[src/rtl/branch_pkg.sv]
// Shared definitions for jump resolution: condition codes, flag bit positions, FSM states.
// Latency: n/a (declarations only).
// Backpressure: n/a.
package branch_pkg;

   // Condition codes as encoded by the instruction decoder
   localparam logic [2:0] COND_JMP = 3'd0;
   localparam logic [2:0] COND_JEQ = 3'd1;
   localparam logic [2:0] COND_JNE = 3'd2;
   localparam logic [2:0] COND_JGT = 3'd3;
   localparam logic [2:0] COND_JGE = 3'd4;
   localparam logic [2:0] COND_JLT = 3'd5;
   localparam logic [2:0] COND_JLE = 3'd6;
   localparam logic [2:0] COND_JCR = 3'd7;

   // Bit positions inside the latched ZNCV flag word
   localparam int FLAG_Z = 3;
   localparam int FLAG_N = 2;
   localparam int FLAG_C = 1;
   localparam int FLAG_V = 0;

   // Resolver FSM encoding
   localparam logic [1:0] ST_IDLE = 2'd0;
   localparam logic [1:0] ST_HOLD = 2'd1;
   localparam logic [1:0] ST_EVAL = 2'd2;
   localparam logic [1:0] ST_RESP = 2'd3;

endpackage

[src/rtl/branch_cond_eval.sv]
// Decides whether a conditional jump is taken from a condition code and ZNCV flags.
// Latency: purely combinational, zero cycles.
// Backpressure: none; no handshake, usable by decoder lookahead as well.
module branch_cond_eval
   import branch_pkg::*;
(
   input  logic [2:0] cond,
   input  logic [3:0] flags,
   output logic       taken
);

   logic z, n, c, v;

   assign z = flags[FLAG_Z];
   assign n = flags[FLAG_N];
   assign c = flags[FLAG_C];
   assign v = flags[FLAG_V];

   // Signed comparisons use N==V as "greater or equal" after a subtract
   always_comb begin
      taken = 1'b0;
      case (cond)
         COND_JMP: taken = 1'b1;
         COND_JEQ: taken = z;
         COND_JNE: taken = !z;
         COND_JGT: taken = !z && (n == v);
         COND_JGE: taken = (n == v);
         COND_JLT: taken = (n != v);
         COND_JLE: taken = z || (n != v);
         COND_JCR: taken = c;
         default:  taken = 1'b0;
      endcase
   end

endmodule

[src/rtl/branch_resolver.sv]
// Resolves conditional jumps on latched ZNCV flags and issues a one-cycle PC-load command.
// Latency: done_o in the cycle after accept edge +2, plus one cycle per flag-pending HOLD cycle.
// Backpressure: ready_o only in IDLE; a request is held until resolved, errored out or flushed.
module branch_resolver
   import branch_pkg::*;
#(
   parameter int ADDR_W   = 8,
   parameter int HOLD_MAX = 4,
   parameter int CNT_W    = 16
) (
   input  logic              clk_i,
   input  logic              rst_ni,
   input  logic              valid_i,
   output logic              ready_o,
   input  logic [2:0]        cond_i,
   input  logic [ADDR_W-1:0] target_i,
   input  logic [3:0]        flags_i,
   input  logic              flags_pending_i,
   input  logic              flush_i,
   output logic              done_o,
   output logic              pc_load_o,
   output logic [ADDR_W-1:0] pc_target_o,
   output logic              err_o,
   output logic [CNT_W-1:0]  taken_cnt_o,
   output logic [CNT_W-1:0]  eval_cnt_o
);

   // Hold counter only needs to reach HOLD_MAX-1
   localparam int              HC_W      = (HOLD_MAX < 2) ? 1 : $clog2(HOLD_MAX);
   localparam logic [HC_W-1:0] HOLD_LAST = HC_W'(HOLD_MAX - 1);
   localparam logic [CNT_W-1:0] CNT_MAX  = {CNT_W{1'b1}};

   logic [1:0]        state_q;
   logic [2:0]        cond_q;
   logic [ADDR_W-1:0] target_q;
   logic [HC_W-1:0]   hold_cnt_q;
   logic              taken_q;
   logic              err_pend_q;
   logic              taken;
   logic              resp_fire;

   logic              done_q;
   logic              pc_load_q;
   logic              err_q;
   logic [ADDR_W-1:0] pc_target_q;
   logic [CNT_W-1:0]  taken_cnt_q;
   logic [CNT_W-1:0]  eval_cnt_q;

   branch_cond_eval u_cond_eval (
      .cond  (cond_q),
      .flags (flags_i),
      .taken (taken)
   );

   assign ready_o   = (state_q == ST_IDLE);
   // A flush arriving in RESP suppresses the response and its statistics
   assign resp_fire = (state_q == ST_RESP) && !flush_i;

   // Request FSM: capture, wait out flag updates, evaluate, respond
   always_ff @(posedge clk_i or negedge rst_ni) begin
      if (!rst_ni) begin
         state_q    <= ST_IDLE;
         cond_q     <= 3'd0;
         target_q   <= '0;
         hold_cnt_q <= '0;
         taken_q    <= 1'b0;
         err_pend_q <= 1'b0;
      end else if (flush_i) begin
         state_q    <= ST_IDLE;
         hold_cnt_q <= '0;
      end else begin
         case (state_q)
            ST_IDLE: begin
               if (valid_i) begin
                  cond_q     <= cond_i;
                  target_q   <= target_i;
                  hold_cnt_q <= '0;
                  state_q    <= flags_pending_i ? ST_HOLD : ST_EVAL;
               end
            end
            ST_HOLD: begin
               if (!flags_pending_i) begin
                  state_q <= ST_EVAL;
               end else if (hold_cnt_q == HOLD_LAST) begin
                  taken_q    <= 1'b0;
                  err_pend_q <= 1'b1;
                  state_q    <= ST_RESP;
               end else begin
                  hold_cnt_q <= hold_cnt_q + 1'b1;
               end
            end
            ST_EVAL: begin
               taken_q    <= taken;
               err_pend_q <= 1'b0;
               state_q    <= ST_RESP;
            end
            ST_RESP: begin
               state_q <= ST_IDLE;
            end
            default: state_q <= ST_IDLE;
         endcase
      end
   end

   // Registered one-cycle response pulses; target is zero unless a jump is taken
   always_ff @(posedge clk_i or negedge rst_ni) begin
      if (!rst_ni) begin
         done_q      <= 1'b0;
         pc_load_q   <= 1'b0;
         err_q       <= 1'b0;
         pc_target_q <= '0;
      end else begin
         done_q      <= resp_fire;
         pc_load_q   <= resp_fire && taken_q;
         err_q       <= resp_fire && err_pend_q;
         pc_target_q <= (resp_fire && taken_q) ? target_q : '0;
      end
   end

   // Saturating statistics, stepped together with the response pulse
   always_ff @(posedge clk_i or negedge rst_ni) begin
      if (!rst_ni) begin
         taken_cnt_q <= '0;
         eval_cnt_q  <= '0;
      end else if (resp_fire) begin
         if (eval_cnt_q != CNT_MAX) begin
            eval_cnt_q <= eval_cnt_q + 1'b1;
         end
         if (taken_q && (taken_cnt_q != CNT_MAX)) begin
            taken_cnt_q <= taken_cnt_q + 1'b1;
         end
      end
   end

   assign done_o      = done_q;
   assign pc_load_o   = pc_load_q;
   assign err_o       = err_q;
   assign pc_target_o = pc_target_q;
   assign taken_cnt_o = taken_cnt_q;
   assign eval_cnt_o  = eval_cnt_q;

endmodule

[config.mk]
export PLATFORM = sky130hd
export DESIGN_NAME = branch_resolver
export DESIGN_NICKNAME = d
export VERILOG_FILES = /design/src/rtl/branch_pkg.sv /design/src/rtl/branch_cond_eval.sv /design/src/rtl/branch_resolver.sv
export SDC_FILE = /design/constraint.sdc
export NUM_CORES = 1
export LEC_CHECK = 0
export ABC_AREA = 1
export BUFFER_PORTS_ARGS = -buffer_cell sky130_fd_sc_hd__buf_2
export CAP_MARGIN = 5
export CELL_PAD_IN_SITES_DETAIL_PLACEMENT = 1
export CELL_PAD_IN_SITES_GLOBAL_PLACEMENT = 2
export CORE_MARGIN = 8
export CORE_UTILIZATION = 28
export CTS_BUF_LIST = sky130_fd_sc_hd__clkbuf_16
export CTS_CLUSTER_SIZE = 24
export DETAILED_ROUTE_END_ITERATION = 10
export HOLD_SLACK_MARGIN = 0.03
export MAX_ROUTING_LAYER = met4
export PLACE_DENSITY_LB_ADDON = 0.1
export SYNTH_ARGS = -nofsm -noshare
export SYNTH_HDL_FRONTEND = slang
export SYNTH_SLANG_ARGS = --single-unit
[constraint.sdc]
create_clock -name clk_i -period 1.4 [get_ports clk_i]
set_clock_uncertainty 0.05 [all_clocks]
set_input_delay 0.14 -clock clk_i [delete_from_list [all_inputs] [get_ports clk_i]]
set_output_delay 0.14 -clock clk_i [all_outputs]
set_load 0.01 [all_outputs]
==> impl_metrics.json <==
{
  "end_kind": "flip-flop",
  "slew_viol_final": 0,
  "start_kind": "flip-flop",
  "ys_seq_elements": 60,
  "n_antenna_cell": 0,
  "hold_viol_final": 0,
  "final_util": 0.4863,
  "p_leak_nw": 2.837,
  "cts_tree": "done",
  "power_mw": 6.543,
  "multi_input_area_um2": 1943,
  "cp_common_cell": "nor2_4",
  "clkLatencyLatePin_ps": 330,
  "dr.first_iter.drc_count": 112,
  "die_x_um": 123.6,
  "cellPowerDensity_nw_per_um2": 1183,
  "pwr-share-seq": 0.331,
  "crit_arrival_ps": 1660,
  "synthCells": 418,
  "ctsHtreeMaxLevel": 3,
  "fin_nets": 624,
  "netSwitchingPower_mw": 2.208,
  "power_frac_comb": 0.352,
  "drive_gt1_frac": 0.4684,
  "start_util": 0.2849,
  "die_height_um": 123.6,
  "ys_async_sr_fraction": 1.000,
  "final_cell_mix": "nand2_1, buf_4, buf_2",
  "worstReg2RegEnd": "state_q[0]",
  "antenna_found_initial": 0,
  "worstRegToRegCells": 9,
  "dieArea_um2": 15270,
  "r2r-start": "state_q[1]",
  "pwr-share-clk": 0.317,
  "drcViolationCount": 0,
  "seq_area_um2": 1506,
  "whs_endpoint": "state_q[1]",
  "hold_path_class": "in -> reg",
  "dr.pass1.iters": 4,
  "maxCapViolCount": 0,
  "grt_pass1_wl_mm": 17.11,
  "hold_depth": 4,
  "cts_buffers": 9,
  "status": "complete, but fails checks",
  "clkSlewWorstSetupHoldPaths_ps": 60,
  "tns_ps": -1869,
  "wl_per_cell_um": 14.30,
  "grt_max_degree": 23,
  "fin_area_um2": 5529,
  "synth_cell_types": 30,
  "syn_nets": 445,
  "synth.avg_cell_area_um2": 7.750,
  "rows": 39,
  "clockRootBuffer": "clkbuf_16",
  "synth_edf_count": 0,
  "max_freq_mhz": 671.6,
  "violations": "setup timing",
  "worst_pin_slew_ps": 589.3,
  "required_ps": 1570,
  "vias": 3344,
  "critPathSlowestCell": "dfrtp_1",
  "overflow": 0,
  "rsz0062_at_grt": "true",
  "grt_usage": 0.1476,
  "seq_area_frac_synth": 0.4635,
  "layout_setup_ws_ps": -89.07,
  "cts_sinks": 60,
  "ys_warn_count": 0,
  "wirelength_mm": 10.65,
  "viasPerCell": 4.489,
  "io_pins": 64,
  "crit_type": "reg -> reg",
  "critPathMaxFanout": 4,
  "slew-limit-headroom": 0.6072,
  "power.internal_mw": 4.335,
  "irDropWorstVdd_uv": 917.8,
  "detail-route-antenna-nets": 0,
  "finalSetupViolCount": 44,
  "cts_buffer_depth": 2,
  "worst-r2r-setup-slack_ps": -90,
  "place_congestion": 0.7637,
  "final_common_cell": "nand2_1",
  "min_from": "flags_pending_i",
  "timing.final.crit_share": 1.064,
  "port_buffers": 63,
  "swShare": 0.3374,
  "fp.coreArea_um2": 11370,
  "syn2layout_area_growth_pct": 70.68,
  "n_fill_cell": 1351,
  "netlist_area_um2": 3239,
  "fin_crit_ps": 1489,
  "grt_pass1_vias": 3484,
  "post_dp_cell_area_um2": 4398,
  "synth_ff_type": "dfrtp_1",
  "slowest_delay_ps": 400,
  "path_cells": "buf_6 -> inv_8 -> ha_4 -> inv_2 -> or2_4 -> nor2_4 -> nor2_4 -> nand4_1 -> o21ai_1",
  "hpwl_mm": 7.402
}
==> cells by family (layout without fill, tap and decap cells) <==
kind of cell,Yosys count,in the layout,share of synthesized area
fa+ha+maj,7,7,0.02704
buf+inv,55,239,0.06875
simple gates,245,245,0.3345
xor+xnor,18,18,0.04867
compound gates,33,33,0.05755
flops,60,60,0.4635
==> worst max-delay path by stage <==
stage	end	startpoint	depth (start not counted)
after floorplan	taken_cnt_o[11]	taken_cnt_o[0]	8
after global placement	eval_cnt_o[9]	eval_cnt_o[0]	8
after detailed placement	eval_cnt_o[7]	eval_cnt_o[0]	8
after CTS	taken_cnt_o[0]	state_q[1]	7
after global routing	taken_cnt_o[13]	taken_cnt_o[1]	8
final	state_q[0]	state_q[1]	9
==> timing repair <==
action                                 4_1_cts  5_1_grt
endpoints found under the hold margin       27        0
hold buffers                                12        0
cloned                                       2        3
gates resized for setup                     63       74
setup endpoints to repair                   50       57
setup buffers                               10       11
pin swaps                                   24       21
==> metrics by stage <==
stage	cells	worst slack (ps)	hold slack, ps
2_1_floorplan	418	-59.94	-205.6
3_3_place_gp	693	-406.9	125.7
3_5_place_dp	693	-482.2	121.2
4_1_cts	732	-102.9	56.72
5_1_grt	745	-164.0	95.84
6_report	745	-89.07	67.37
==> power by group through the flow <==
stage / combinational [mW] / clock, mW / sequential (mW)
finish: 2.30 / 2.07 / 2.17
global route: 2.55 / 2.21 / 2.21
CTS: 1.82 / 2.15 / 2.17
detailed placement: 1.51 / 0 / 2.20
global placement: 1.47 / 0 / 2.19
floorplan: 0.810 / 0 / 2.25
==> synthesized netlist by cell type, types with 3 or more instances <==
cell | instances | area [µm²]
nand2_1 | 143 | 536.8
dfrtp_1 | 60 | 1501
nor2_1 | 53 | 198.9
inv_1 | 48 | 180.2
nand3_1 | 19 | 95.09
a21oi_1 | 15 | 75.07
o21ai_0 | 13 | 65.06
nand4_1 | 12 | 75.07
xnor2_1 | 11 | 96.34
ha_1 | 7 | 87.58
xor2_1 | 7 | 61.31
nand2_2 | 4 | 25.02
nor2_4 | 3 | 33.78
nor3_2 | 3 | 30.03
==> worst max-delay path, delay by kind of cell (launching register included) <==
kind,cells,cell delay [ps]
simple gates,4,480
compound gates,1,60
buf+inv,3,240
flops,1,400
fa+ha+maj,1,150
==> flip-flops by register name (all words and copies together) (netlist names) <==
signal / cells
pc_load_o: 1
err_o: 1
taken_cnt_o: 16
taken_q: 1
pc_target_o: 8
state_q: 2
cond_q: 3
hold_cnt_q: 2
target_q: 8
err_pend_q: 1
eval_cnt_o: 16
done_o: 1
==> cell type report <==
| class | count | area share |
|---|---|---|
| Clock buffer | 9 | 0.04073 |
| Clock inverter | 7 | 0.009278 |
| Inverter | 50 | 0.03757 |
| Multi-Input combinational cell | 303 | 0.3514 |
| Sequential cell | 60 | 0.2725 |
| Tap cell | 143 | 0.03236 |
| Timing Repair Buffer | 173 | 0.2562 |
==> routing by layer <==
| metal | track usage | part of all wire |
|---|---|---|
| met5 | - | 0 |
| met4 | 0.05267 | 0.013 |
| met3 | 0.02831 | 0.035 |
| met2 | 0.2359 | 0.51 |
| met1 | 0.1825 | 0.44 |
No activity file was read; power rests on OpenSTA's default activity.
